`src/rtl/afu_wr_commit_gen_if.sv`:
```
// Stream bundle between a port's tapped TX A channel and its RX B commit channel.
// The commit generator uses the master side; the environment uses the slave side.
interface afu_wr_commit_gen_if #(
    parameter int TDATA_W = 512
);
    logic                   tx_a_tvalid;
    logic                   tx_a_tready;
    logic [TDATA_W-1:0]     tx_a_tdata;
    logic                   tx_a_tlast;
    logic                   rx_b_tvalid;
    logic                   rx_b_tready;
    logic [TDATA_W-1:0]     rx_b_tdata;
    logic [TDATA_W/8-1:0]   rx_b_tkeep;
    logic                   rx_b_tlast;

    modport master (
        input  tx_a_tvalid, tx_a_tready, tx_a_tdata, tx_a_tlast, rx_b_tready,
        output rx_b_tvalid, rx_b_tdata, rx_b_tkeep, rx_b_tlast
    );

    modport slave (
        output tx_a_tvalid, tx_a_tready, tx_a_tdata, tx_a_tlast, rx_b_tready,
        input  rx_b_tvalid, rx_b_tdata, rx_b_tkeep, rx_b_tlast
    );
endinterface

```
`src/rtl/afu_wr_commit_gen.sv`:
```
// Taps a port's arbitrated TX A stream, spots memory writes and returns one
// no-data Cpl per write on RX B, through a FIFO plus a registered output stage.
module afu_wr_commit_gen #(
    parameter int TDATA_W = 512,
    parameter int DEPTH   = 16,
    parameter int CNT_W   = $clog2(DEPTH + 1)
) (
    input  logic                 clk,
    input  logic                 rst_n,
    afu_wr_commit_gen_if.master  bus,
    output logic [CNT_W-1:0]     pending_cnt,
    output logic                 overflow
);
    localparam int AW = $clog2(DEPTH);
    localparam int EW = 25;  // {tag[9:0], pfvf[14:0]}

    logic            in_pkt_q, in_pkt_d;
    logic            is_wr_q, is_wr_d;
    logic [EW-1:0]   entry_q, entry_d;
    logic [AW:0]     wr_ptr_q, wr_ptr_d, rd_ptr_q, rd_ptr_d;
    logic [EW-1:0]   mem_q [DEPTH];
    logic            out_valid_q, out_valid_d;
    logic [EW-1:0]   out_entry_q, out_entry_d;
    logic [CNT_W-1:0] cnt_q, cnt_d;
    logic            ovf_q, ovf_d;

    logic            beat_s, sop_s, dec_wr_s, cur_wr_s, push_s;
    logic [7:0]      fmt_s;
    logic [EW-1:0]   dec_entry_s, cur_entry_s;
    logic            fifo_empty_s, fifo_full_s, out_free_s, fifo_rd_s;
    logic            bypass_s, fifo_wr_s, accept_s, pop_out_s;

    // Beat qualification and SOP header decode
    always_comb begin
        beat_s      = bus.tx_a_tvalid & bus.tx_a_tready;
        sop_s       = beat_s & ~in_pkt_q;
        fmt_s       = bus.tx_a_tdata[31:24];
        dec_wr_s    = (fmt_s == 8'h40) || (fmt_s == 8'h60);
        dec_entry_s = {bus.tx_a_tdata[23], bus.tx_a_tdata[19], bus.tx_a_tdata[47:40],
                       bus.tx_a_tdata[174:160]};
        if (sop_s) begin
            cur_wr_s    = dec_wr_s;
            cur_entry_s = dec_entry_s;
        end else begin
            cur_wr_s    = is_wr_q;
            cur_entry_s = entry_q;
        end
        push_s = beat_s & bus.tx_a_tlast & cur_wr_s;
    end

    // FIFO/output-stage flow control; room is judged after this cycle's pop
    always_comb begin
        fifo_empty_s = (wr_ptr_q == rd_ptr_q);
        fifo_full_s  = (wr_ptr_q[AW] != rd_ptr_q[AW]) &&
                       (wr_ptr_q[AW-1:0] == rd_ptr_q[AW-1:0]);
        pop_out_s    = out_valid_q & bus.rx_b_tready;
        out_free_s   = ~out_valid_q | bus.rx_b_tready;
        fifo_rd_s    = out_free_s & ~fifo_empty_s;
        bypass_s     = push_s & out_free_s & fifo_empty_s;
        fifo_wr_s    = push_s & ~bypass_s & (~fifo_full_s | fifo_rd_s);
        accept_s     = bypass_s | fifo_wr_s;
    end

    // Next-state for packet tracking, pointers, output stage and counters
    always_comb begin
        in_pkt_d    = in_pkt_q;
        is_wr_d     = is_wr_q;
        entry_d     = entry_q;
        wr_ptr_d    = wr_ptr_q;
        rd_ptr_d    = rd_ptr_q;
        out_valid_d = out_valid_q;
        out_entry_d = out_entry_q;
        ovf_d       = ovf_q;
        if (beat_s) begin
            in_pkt_d = ~bus.tx_a_tlast;
        end else begin
            in_pkt_d = in_pkt_q;
        end
        if (sop_s) begin
            is_wr_d = dec_wr_s;
            entry_d = dec_entry_s;
        end else begin
            is_wr_d = is_wr_q;
            entry_d = entry_q;
        end
        if (fifo_wr_s) begin
            wr_ptr_d = wr_ptr_q + {{AW{1'b0}}, 1'b1};
        end else begin
            wr_ptr_d = wr_ptr_q;
        end
        if (fifo_rd_s) begin
            rd_ptr_d    = rd_ptr_q + {{AW{1'b0}}, 1'b1};
            out_valid_d = 1'b1;
            out_entry_d = mem_q[rd_ptr_q[AW-1:0]];
        end else if (bypass_s) begin
            out_valid_d = 1'b1;
            out_entry_d = cur_entry_s;
        end else if (out_free_s) begin
            out_valid_d = 1'b0;
        end else begin
            out_valid_d = out_valid_q;
        end
        if (push_s && !accept_s) begin
            ovf_d = 1'b1;
        end else begin
            ovf_d = ovf_q;
        end
        cnt_d = cnt_q + CNT_W'(accept_s) - CNT_W'(pop_out_s);
    end

    // State registers
    always_ff @(posedge clk or negedge rst_n) begin
        if (!rst_n) begin
            in_pkt_q    <= 1'b0;
            is_wr_q     <= 1'b0;
            entry_q     <= {EW{1'b0}};
            wr_ptr_q    <= {(AW+1){1'b0}};
            rd_ptr_q    <= {(AW+1){1'b0}};
            out_valid_q <= 1'b0;
            out_entry_q <= {EW{1'b0}};
            cnt_q       <= {CNT_W{1'b0}};
            ovf_q       <= 1'b0;
        end else begin
            in_pkt_q    <= in_pkt_d;
            is_wr_q     <= is_wr_d;
            entry_q     <= entry_d;
            wr_ptr_q    <= wr_ptr_d;
            rd_ptr_q    <= rd_ptr_d;
            out_valid_q <= out_valid_d;
            out_entry_q <= out_entry_d;
            cnt_q       <= cnt_d;
            ovf_q       <= ovf_d;
        end
    end

    // Commit storage; contents are meaningful only between the pointers
    always_ff @(posedge clk) begin
        if (fifo_wr_s) begin
            mem_q[wr_ptr_q[AW-1:0]] <= cur_entry_s;
        end
    end

    // Cpl beat assembled from the output stage; all zero while idle
    always_comb begin
        bus.rx_b_tdata = {TDATA_W{1'b0}};
        bus.rx_b_tkeep = {(TDATA_W/8){1'b0}};
        if (out_valid_q) begin
            bus.rx_b_tdata[31:24]   = 8'h0A;
            bus.rx_b_tdata[23]      = out_entry_q[24];
            bus.rx_b_tdata[19]      = out_entry_q[23];
            bus.rx_b_tdata[47:40]   = out_entry_q[22:15];
            bus.rx_b_tdata[174:160] = out_entry_q[14:0];
            bus.rx_b_tkeep[31:0]    = {32{1'b1}};
        end else begin
            bus.rx_b_tdata = {TDATA_W{1'b0}};
            bus.rx_b_tkeep = {(TDATA_W/8){1'b0}};
        end
        bus.rx_b_tvalid = out_valid_q;
        bus.rx_b_tlast  = out_valid_q;
    end

    assign pending_cnt = cnt_q;
    assign overflow    = ovf_q;
endmodule

```
`src/flat_wrapper.sv`:
```
// flat-port wrapper written by rule: the top's interface ports become plain ports
module afu_wr_commit_gen_flat 
#(
    parameter int TDATA_W = 512,
    parameter int DEPTH   = 16,
    parameter int CNT_W   = $clog2(DEPTH + 1)
)
  (clk, rst_n, pending_cnt, overflow, bus_tx_a_tvalid, bus_tx_a_tready, bus_tx_a_tdata, bus_tx_a_tlast, bus_rx_b_tready, bus_rx_b_tvalid, bus_rx_b_tdata, bus_rx_b_tkeep, bus_rx_b_tlast);
  afu_wr_commit_gen_if #(.TDATA_W(TDATA_W)) bus_i ();
  input  logic clk;
  input  logic rst_n;
  output logic [CNT_W-1:0] pending_cnt;
  output logic overflow;
  input wire logic [$bits(bus_i.tx_a_tvalid)-1:0] bus_tx_a_tvalid;
  input wire logic [$bits(bus_i.tx_a_tready)-1:0] bus_tx_a_tready;
  input wire logic [$bits(bus_i.tx_a_tdata)-1:0] bus_tx_a_tdata;
  input wire logic [$bits(bus_i.tx_a_tlast)-1:0] bus_tx_a_tlast;
  input wire logic [$bits(bus_i.rx_b_tready)-1:0] bus_rx_b_tready;
  output wire logic [$bits(bus_i.rx_b_tvalid)-1:0] bus_rx_b_tvalid;
  output wire logic [$bits(bus_i.rx_b_tdata)-1:0] bus_rx_b_tdata;
  output wire logic [$bits(bus_i.rx_b_tkeep)-1:0] bus_rx_b_tkeep;
  output wire logic [$bits(bus_i.rx_b_tlast)-1:0] bus_rx_b_tlast;
  assign bus_i.tx_a_tvalid = bus_tx_a_tvalid;
  assign bus_i.tx_a_tready = bus_tx_a_tready;
  assign bus_i.tx_a_tdata = bus_tx_a_tdata;
  assign bus_i.tx_a_tlast = bus_tx_a_tlast;
  assign bus_i.rx_b_tready = bus_rx_b_tready;
  assign bus_rx_b_tvalid = bus_i.rx_b_tvalid;
  assign bus_rx_b_tdata = bus_i.rx_b_tdata;
  assign bus_rx_b_tkeep = bus_i.rx_b_tkeep;
  assign bus_rx_b_tlast = bus_i.rx_b_tlast;
  afu_wr_commit_gen #(.TDATA_W(TDATA_W), .DEPTH(DEPTH), .CNT_W(CNT_W)) u_core (.clk(clk), .rst_n(rst_n), .bus(bus_i), .pending_cnt(pending_cnt), .overflow(overflow));
endmodule
```
`config.mk`:
```
export PLATFORM = sky130hd
export DESIGN_NAME = afu_wr_commit_gen_flat
export DESIGN_NICKNAME = d
export VERILOG_FILES = /design/src/rtl/afu_wr_commit_gen_if.sv /design/src/rtl/afu_wr_commit_gen.sv /design/src/flat_wrapper.sv
export SDC_FILE = /design/constraint.sdc
export NUM_CORES = 1
export LEC_CHECK = 0
export CAP_MARGIN = 20
export CORE_AREA = 8 8 429 431
export CTS_CLUSTER_DIAMETER = 40
export CTS_CLUSTER_SIZE = 12
export DETAILED_ROUTE_END_ITERATION = 6
export DIE_AREA = 0 0 437 439
export GPL_TIMING_DRIVEN = 0
export PLACE_DENSITY_LB_ADDON = 0.05
export SLEW_MARGIN = 10
export SYNTH_ARGS = -nofsm -noshare
export SYNTH_HDL_FRONTEND = slang
export SYNTH_SLANG_ARGS = --single-unit
```
`constraint.sdc`:
```
create_clock -name clk -period 8.89 [get_ports clk]
set_clock_uncertainty 0.05 [all_clocks]
set_input_delay 0.889 -clock clk [delete_from_list [all_inputs] [get_ports clk]]
set_output_delay 0.889 -clock clk [all_outputs]
set_load 0.1 [all_outputs]
```
==> results of run 1 <==
[state kept, by name, indices dropped and copies added, names as in the netlist]
signal,count
u_core.mem_q,400
u_core.entry_q,25
u_core.out_entry_q,25
u_core.pending_cnt,5
u_core.rd_ptr_q,5
u_core.wr_ptr_q,5
u_core.bus.rx_b_tlast,1
u_core.in_pkt_q,1
u_core.is_wr_q,1
u_core.overflow,1
[cells by family after synthesis]
| group | Yosys count | synth area share (%) |
|---|---|---|
| other | 1 | 0.0168 |
| AND/OR/NAND/NOR | 78 | 2.24 |
| XOR/XNOR | 19 | 0.744 |
| multiplexers | 127 | 11.4 |
| flip-flops | 469 | 61.4 |
| adder cells (fa/ha/maj) | 11 | 0.649 |
| buffers and inverters | 613 | 19.7 |
| AO/OA/AOI/OAI | 111 | 3.80 |
[synth_stat cells]
cell type  number
a211oi_1        2
a21o_1          3
a21oi_1        27
a221o_1         5
a221o_2        20
a22oi_1        49
a41o_1          1
and2_1         28
and2_4          1
and3_1         16
and4_1          1
buf_1           6
buf_2          13
buf_4         552
buf_6           2
clkbuf_1       29
conb_1          1
dfrtp_1        69
edfxtp_1      400
fa_1            1
ha_1           10
inv_1          11
mux2_2         26
mux2i_1         1
mux4_2        100
nand2_1         7
nand2b_1        2
nand3_1         4
nand4_1         2
nand4bb_4       1
nor2_1          4
nor2b_1         6
nor3_1          2
nor4_4          1
o21ai_0         3
o21ai_2         1
or2_2           2
or4b_4          1
xnor2_1        16
xor2_1          3
[metal layers]
| layer | GRT usage [%] | up-vias |
|---|---|---|
| met5 | 0 | - |
| met4 | 2.22 | 4 |
| met3 | 2.90 | 101 |
| met2 | 14.9 | 532 |
| met1 | 10.5 | 6255 |
| li1 | - | 5811 |
[final cells by class]
class	count	area [µm²]	share of cell area, %
flip-flops and latches	469	13700	42.1
multi-input cells	863	6180	18.9
plain buffers	602	4370	13.4
well taps	2355	2950	9.03
clock buffers	125	2870	8.80
repair buffers	137	1610	4.92
clock inverters	85	881	2.70
inverters	11	41.3	0.127
diodes	1	2.50	0.00767
[metrics by stage]
step	setup slack (ps)	setup TNS, ps	hold WS [ps]	instances
2_1_floorplan	4090	0	401	1945
3_3_place_gp	-467	-11460	439	4404
3_5_place_dp	3830	0	419	4437
4_1_cts	4110	0	53.0	4647
5_1_grt	4220	0	72.0	4647
6_report	4450	0	89.4	4648
[worst paths after layout]
path / start / end / slack [ps] / cells after the start
hold reg to reg: u_core.overflow / u_core.overflow / 430 / 1
min in group clk: u_core.overflow / u_core.overflow / 430 / 1
hold / removal: rst_n / u_core.entry_q[5] / 90 / 1
setup / recovery: u_core.bus.rx_b_tlast / bus_rx_b_tdata[164] / 4450 / 3
max in group asynchronous: rst_n / u_core.out_entry_q[22] / 8040 / 2
setup reg to reg: u_core.rd_ptr_q[0] / u_core.pending_cnt[4] / 4580 / 13
[power breakdown]
| part | internal (µW) | total (µW) | switching, µW |
|---|---|---|---|
| clock | 2740 | 4040 | 1310 |
| combinational | 1110 | 3980 | 2870 |
| sequential | 2620 | 2690 | 72.8 |
| total | 6460 | 10700 | 4250 |
==> flow_summary.yaml, run 1 <==
status:
  status: "finished clean"
pwr:
  ir_drop_mv: 0.204
  p_leak_uw: 0.0131
  power_density_nw_per_um2: 328
  total_power_uw: 10700
floorplanning:
  dieWidth_um: 437
  initial_utilization_pct: 12.6
  core.rowCount: 155
  die-area_um2: 192000
  core_um2: 177000
  fp.dieH_um: 439
  boundaryPins: 1102
worst_setup_path:
  cpPeakStageDelay_ps: 1180
  crit_fanout: 13
  critPathSlowestCell: "clkdlybuf4s50_1"
  worstPathRequired_ps: 7950
  arrival_ps: 3500
  critPathCaptureType: "output port"
  crit_family: "buffers and inverters"
  cp-start-kind: "flop"
  crit_buf_inv: 2
  path_class: "flop to output port"
  worstPathCellList: "clkbuf_1 > and2_1 > clkdlybuf4s50_1"
drt:
  routed_via_density: 2.73
  dr_wl_met3_um: 6910
  met2RoutedLength_um: 42800
  drc: 0
  routed_wl_um: 87200
  dr_total_vias: 12700
  ant_nets: 0
  drt-met1-wl_um: 35900
  drtIter0Drc: 686
  drt_pass1_iterations: 4
  highest_layer: "met5"
  wl_per_cell_um: 18.8
yosys:
  postSynthAreaPerCell_um2: 15.7
  synth.cell_area_um2: 22400
  synth_cells: 1429
  synth_seq_area_share_pct: 61.4
  synth-seq-cells: 469
  yosys_warnings: 0
  synth_area_leader_cell: "edfxtp_1"
  synth_top_area_share_pct: 53.7
  synth_cell_types: 40
  synth.area.top_cells: "edfxtp_1, buf_4, mux4_2, dfrtp_1, a22oi_1"
clocking:
  clk_latency_ps: 660
  clk_pin_slew_ps: 40
  numCtsBuffers: 112
  cts_setup_buffers: 0
  cts_hold_buf: 0
  clockBufferDepth: 3
  cts.repair.resized: 0
  h-tree-depth: 3
  cts.sinks: 469
  cts_tree: "yes"
  root_buffer: "clkbuf_16"
global_routing:
  grt_pass1_wl_um: 118000
  grt_usage_pct: 8.72
  grt_pass1_vias: 13300
  grt_overflow: 0
  antenna_found_initial: 6
  grt_max_degree: 38
timing:
  fin_crit_sh_pct: 49.9
  slew_violations: 0
  timing.fmax_mhz: 225
  rsz0062_at_grt: "no"
  worstMarginPinSlew_ps: 1150
  relSlewSlack_pct: 23.3
  finalSetupViolCount: 0
  period_needed_ps: 4440
  hold_viol: 0
place:
  portBuffers: 104
  placed_area_um2: 28900
  hpwl_um: 65600
  gp_congestion: 0.744
job:
  cap_violations: 0
final_layout:
  layout-drive-gt1-share_pct: 41.4
  finalInstanceArea_um2: 32600
  layout_commonest_cell: "buf_4"
  finish.net_count: 2725
  mostFrequentLayoutCells: "buf_4, conb_1, edfxtp_1"
  fin_util_pct: 18.4
  fillCellCount: 19300
  area_delta_synth_final_pct: 45.9
worst_hold_path:
  min_path_type: "input pin to asynchronous set/reset pin"
No activity file was read; power rests on OpenSTA's default activity.
==> run 2: changes to the inputs <==
--- a/config.mk
+++ b/config.mk
@@ -6,11 +6,11 @@
 export NUM_CORES = 1
 export LEC_CHECK = 0
 export CAP_MARGIN = 20
-export CORE_AREA = 8 8 429 431
+export CORE_AREA = 8 8 419 421
 export CTS_CLUSTER_DIAMETER = 40
 export CTS_CLUSTER_SIZE = 12
 export DETAILED_ROUTE_END_ITERATION = 6
-export DIE_AREA = 0 0 437 439
+export DIE_AREA = 0 0 427 429
 export GPL_TIMING_DRIVEN = 0
 export PLACE_DENSITY_LB_ADDON = 0.05
 export SLEW_MARGIN = 10
==> constraint.sdc (replaced) <==
create_clock -name clk -period 4.2 [get_ports clk]
set_clock_uncertainty 0.05 [all_clocks]
set_input_delay 0.42 -clock clk [delete_from_list [all_inputs] [get_ports clk]]
set_output_delay 0.42 -clock clk [all_outputs]
set_load 0.1 [all_outputs]
==> run 2 against run 1 <==
Against the previous run:
- register-to-register slack lost 4100 ps
- sequential share of layout area fell by 0.20 points
- global-route usage up 0.23 points
- core utilization increased by 1.0 points
- clock power rose by 130%
- total power up 120%
==> flow_summary.yaml, run 2 (synthesis gave the netlist of run 1 again) <==
worst_setup_path:
  path_class: "flop to output port"
  cp.depth: 3
  crit_buf_inv: 2
  timing.rr.end: "u_core.pending_cnt[4]"
  rrSetupSlack_ps: 500
  crit_family: "buffers and inverters"
  worstPathRequired_ps: 3730
  worstReg2RegStart: "u_core.rd_ptr_q[0]"
  cpPeakStageDelay_ps: 1170
  arrival_ps: 3450
  crit_fanout: 12
  reg2reg_depth: 14
  cp-start-kind: "flop"
  critPathSlowestCell: "clkdlybuf4s50_1"
  worstPathCellList: "clkbuf_1 > and2_1 > clkdlybuf4s50_1"
  critPathCaptureType: "output port"
clocking:
  root_buffer: "clkbuf_16"
  numCtsBuffers: 115
  cts_tree: "yes"
  clockBufferDepth: 3
  h-tree-depth: 3
  cts.sinks: 469
  clk_latency_ps: 660
  clk_pin_slew_ps: 40
place:
  dp.cells: 4292
  portBuffers: 104
  pre_cts_slack_ps: -446
  gp_congestion: 0.688
  hpwl_um: 63700
timing:
  finalSetupViolCount: 0
  slew_violations: 0
  relSlewSlack_pct: 24.9
  worstMarginPinSlew_ps: 1120
  fin_crit_sh_pct: 93.4
  timing.fmax_mhz: 255
  hold_viol: 0
  rsz0062_at_grt: "no"
  final.setup.worst_slack_ps: 279
  setup_tns_ps: 0
  period_needed_ps: 3920
floorplanning:
  boundaryPins: 1102
  die-area_um2: 183000
  core.rowCount: 151
  initial_utilization_pct: 13.3
  core_um2: 169000
  fp.dieH_um: 429
  dieWidth_um: 427
final_layout:
  largest_reg_flops: 400
  layout-drive-gt1-share_pct: 41.5
  layout_commonest_cell: "buf_4"
  fin_util_pct: 19.5
  mostFrequentLayoutCells: "buf_4, conb_1, edfxtp_1"
  fin_cells: 4517
  area_delta_synth_final_pct: 46.6
  finish.net_count: 2724
status:
  status: "finished clean"
drt:
  ant_nets: 0
  drt_pass1_iterations: 4
  routed_via_density: 2.82
  routed_wl_um: 86100
  drc: 0
  wl_per_cell_um: 19.1
  dr_total_vias: 12800
  drtIter0Drc: 633
pwr:
  seqPwrFrac_pct: 24.4
  clkPwrFrac_pct: 39.9
  power.internal_uw: 14500
  p_switching_uw: 9030
  power_density_nw_per_um2: 716
  sw_frac_of_total_pct: 38.5
  combPwrFrac_pct: 35.8
  p_leak_uw: 0.0133
  ir_drop_mv: 0.444
  total_power_uw: 23500
global_routing:
  antenna_found_initial: 6
  grt_pass1_wl_um: 115000
  grt_max_degree: 46
  grt_usage_pct: 8.95
  grt_pass1_vias: 13300
  grt_overflow: 0
worst_hold_path:
  min_path_type: "input pin to asynchronous set/reset pin"
job:
  cap_violations: 0
run 2: final cells by class:
type,count,area (µm²)
Clock inverter,84,1130
Clock buffer,134,2970
Fill cell,18300,136000
Antenna cell,3,7.51
Sequential cell,469,13700
Inverter,11,41.3
Multi-Input combinational cell,863,6190
Timing Repair Buffer,134,1580
Tap cell,2218,2780
Buffer,601,4370
run 2: worst max path at each step:
stage                                     start                     to  slack, ps
final                     u_core.bus.rx_b_tlast    bus_rx_b_tdata[164]        280
after global routing      u_core.bus.rx_b_tlast    bus_rx_b_tdata[164]         60
after CTS                 u_core.bus.rx_b_tlast    bus_rx_b_tdata[164]         30
after detailed placement     bus_tx_a_tdata[26]  u_core.pending_cnt[4]       -450
after global placement    u_core.bus.rx_b_tlast    u_core.mem_q[3][12]      -2810
after floorplan           u_core.bus.rx_b_tlast     u_core.mem_q[3][0]        160
run 2: layer usage:
| layer | vias up | wire length (µm) | track usage, % | share of wire, % |
|---|---|---|---|---|
| li1 | 5825 | - | - | - |
| met1 | 6277 | 35300 | 10.8 | 41 |
| met2 | 536 | 42200 | 15.5 | 49 |
| met3 | 116 | 6910 | 2.56 | 8.0 |
| met4 | 4 | 1730 | 2.37 | 2.0 |
| met5 | - | 28 | 0 | 0.033 |
run 2: timing repair:
item | 4_1_cts | 5_1_grt
setup endpoints to repair | 10 | 1
hold buffers | 1 | 0
pin swaps | 1 | 0
resized for setup | 0 | 2
buffers inserted | 2 | 0
endpoints found under the hold margin | 29 | 0
run 2: power by group through the flow:
stage	Sequential [µW]	Combinational, µW	Clock [µW]
after global routing	5750	8930	9880
after floorplan	5900	6140	0
after global placement	5830	8440	0
after CTS	5740	8560	9650
after detailed placement	5810	8540	0
final	5720	8400	9370
run 2: worst reg2reg max path, stage by stage, from the launching register on:
cell and delay (ps):
dfrtp_1 490, clkbuf_2 360, xnor2_1 210, nand4_1 280, nor4_4 330, buf_4 190
buf_6 220, or2_2 190, ha_1 220, inv_1 80, fa_1 430, inv_1 80
a21o_1 100, a21oi_1 160, xnor2_1 180
run 2: metrics by stage:
step | hold slack [ps] | cell area [µm²]
2_1_floorplan | 74.4 | 24300
3_3_place_gp | 434 | 28100
3_5_place_dp | 353 | 28600
4_1_cts | 206 | 32800
5_1_grt | 243 | 32800
6_report | 225 | 32800
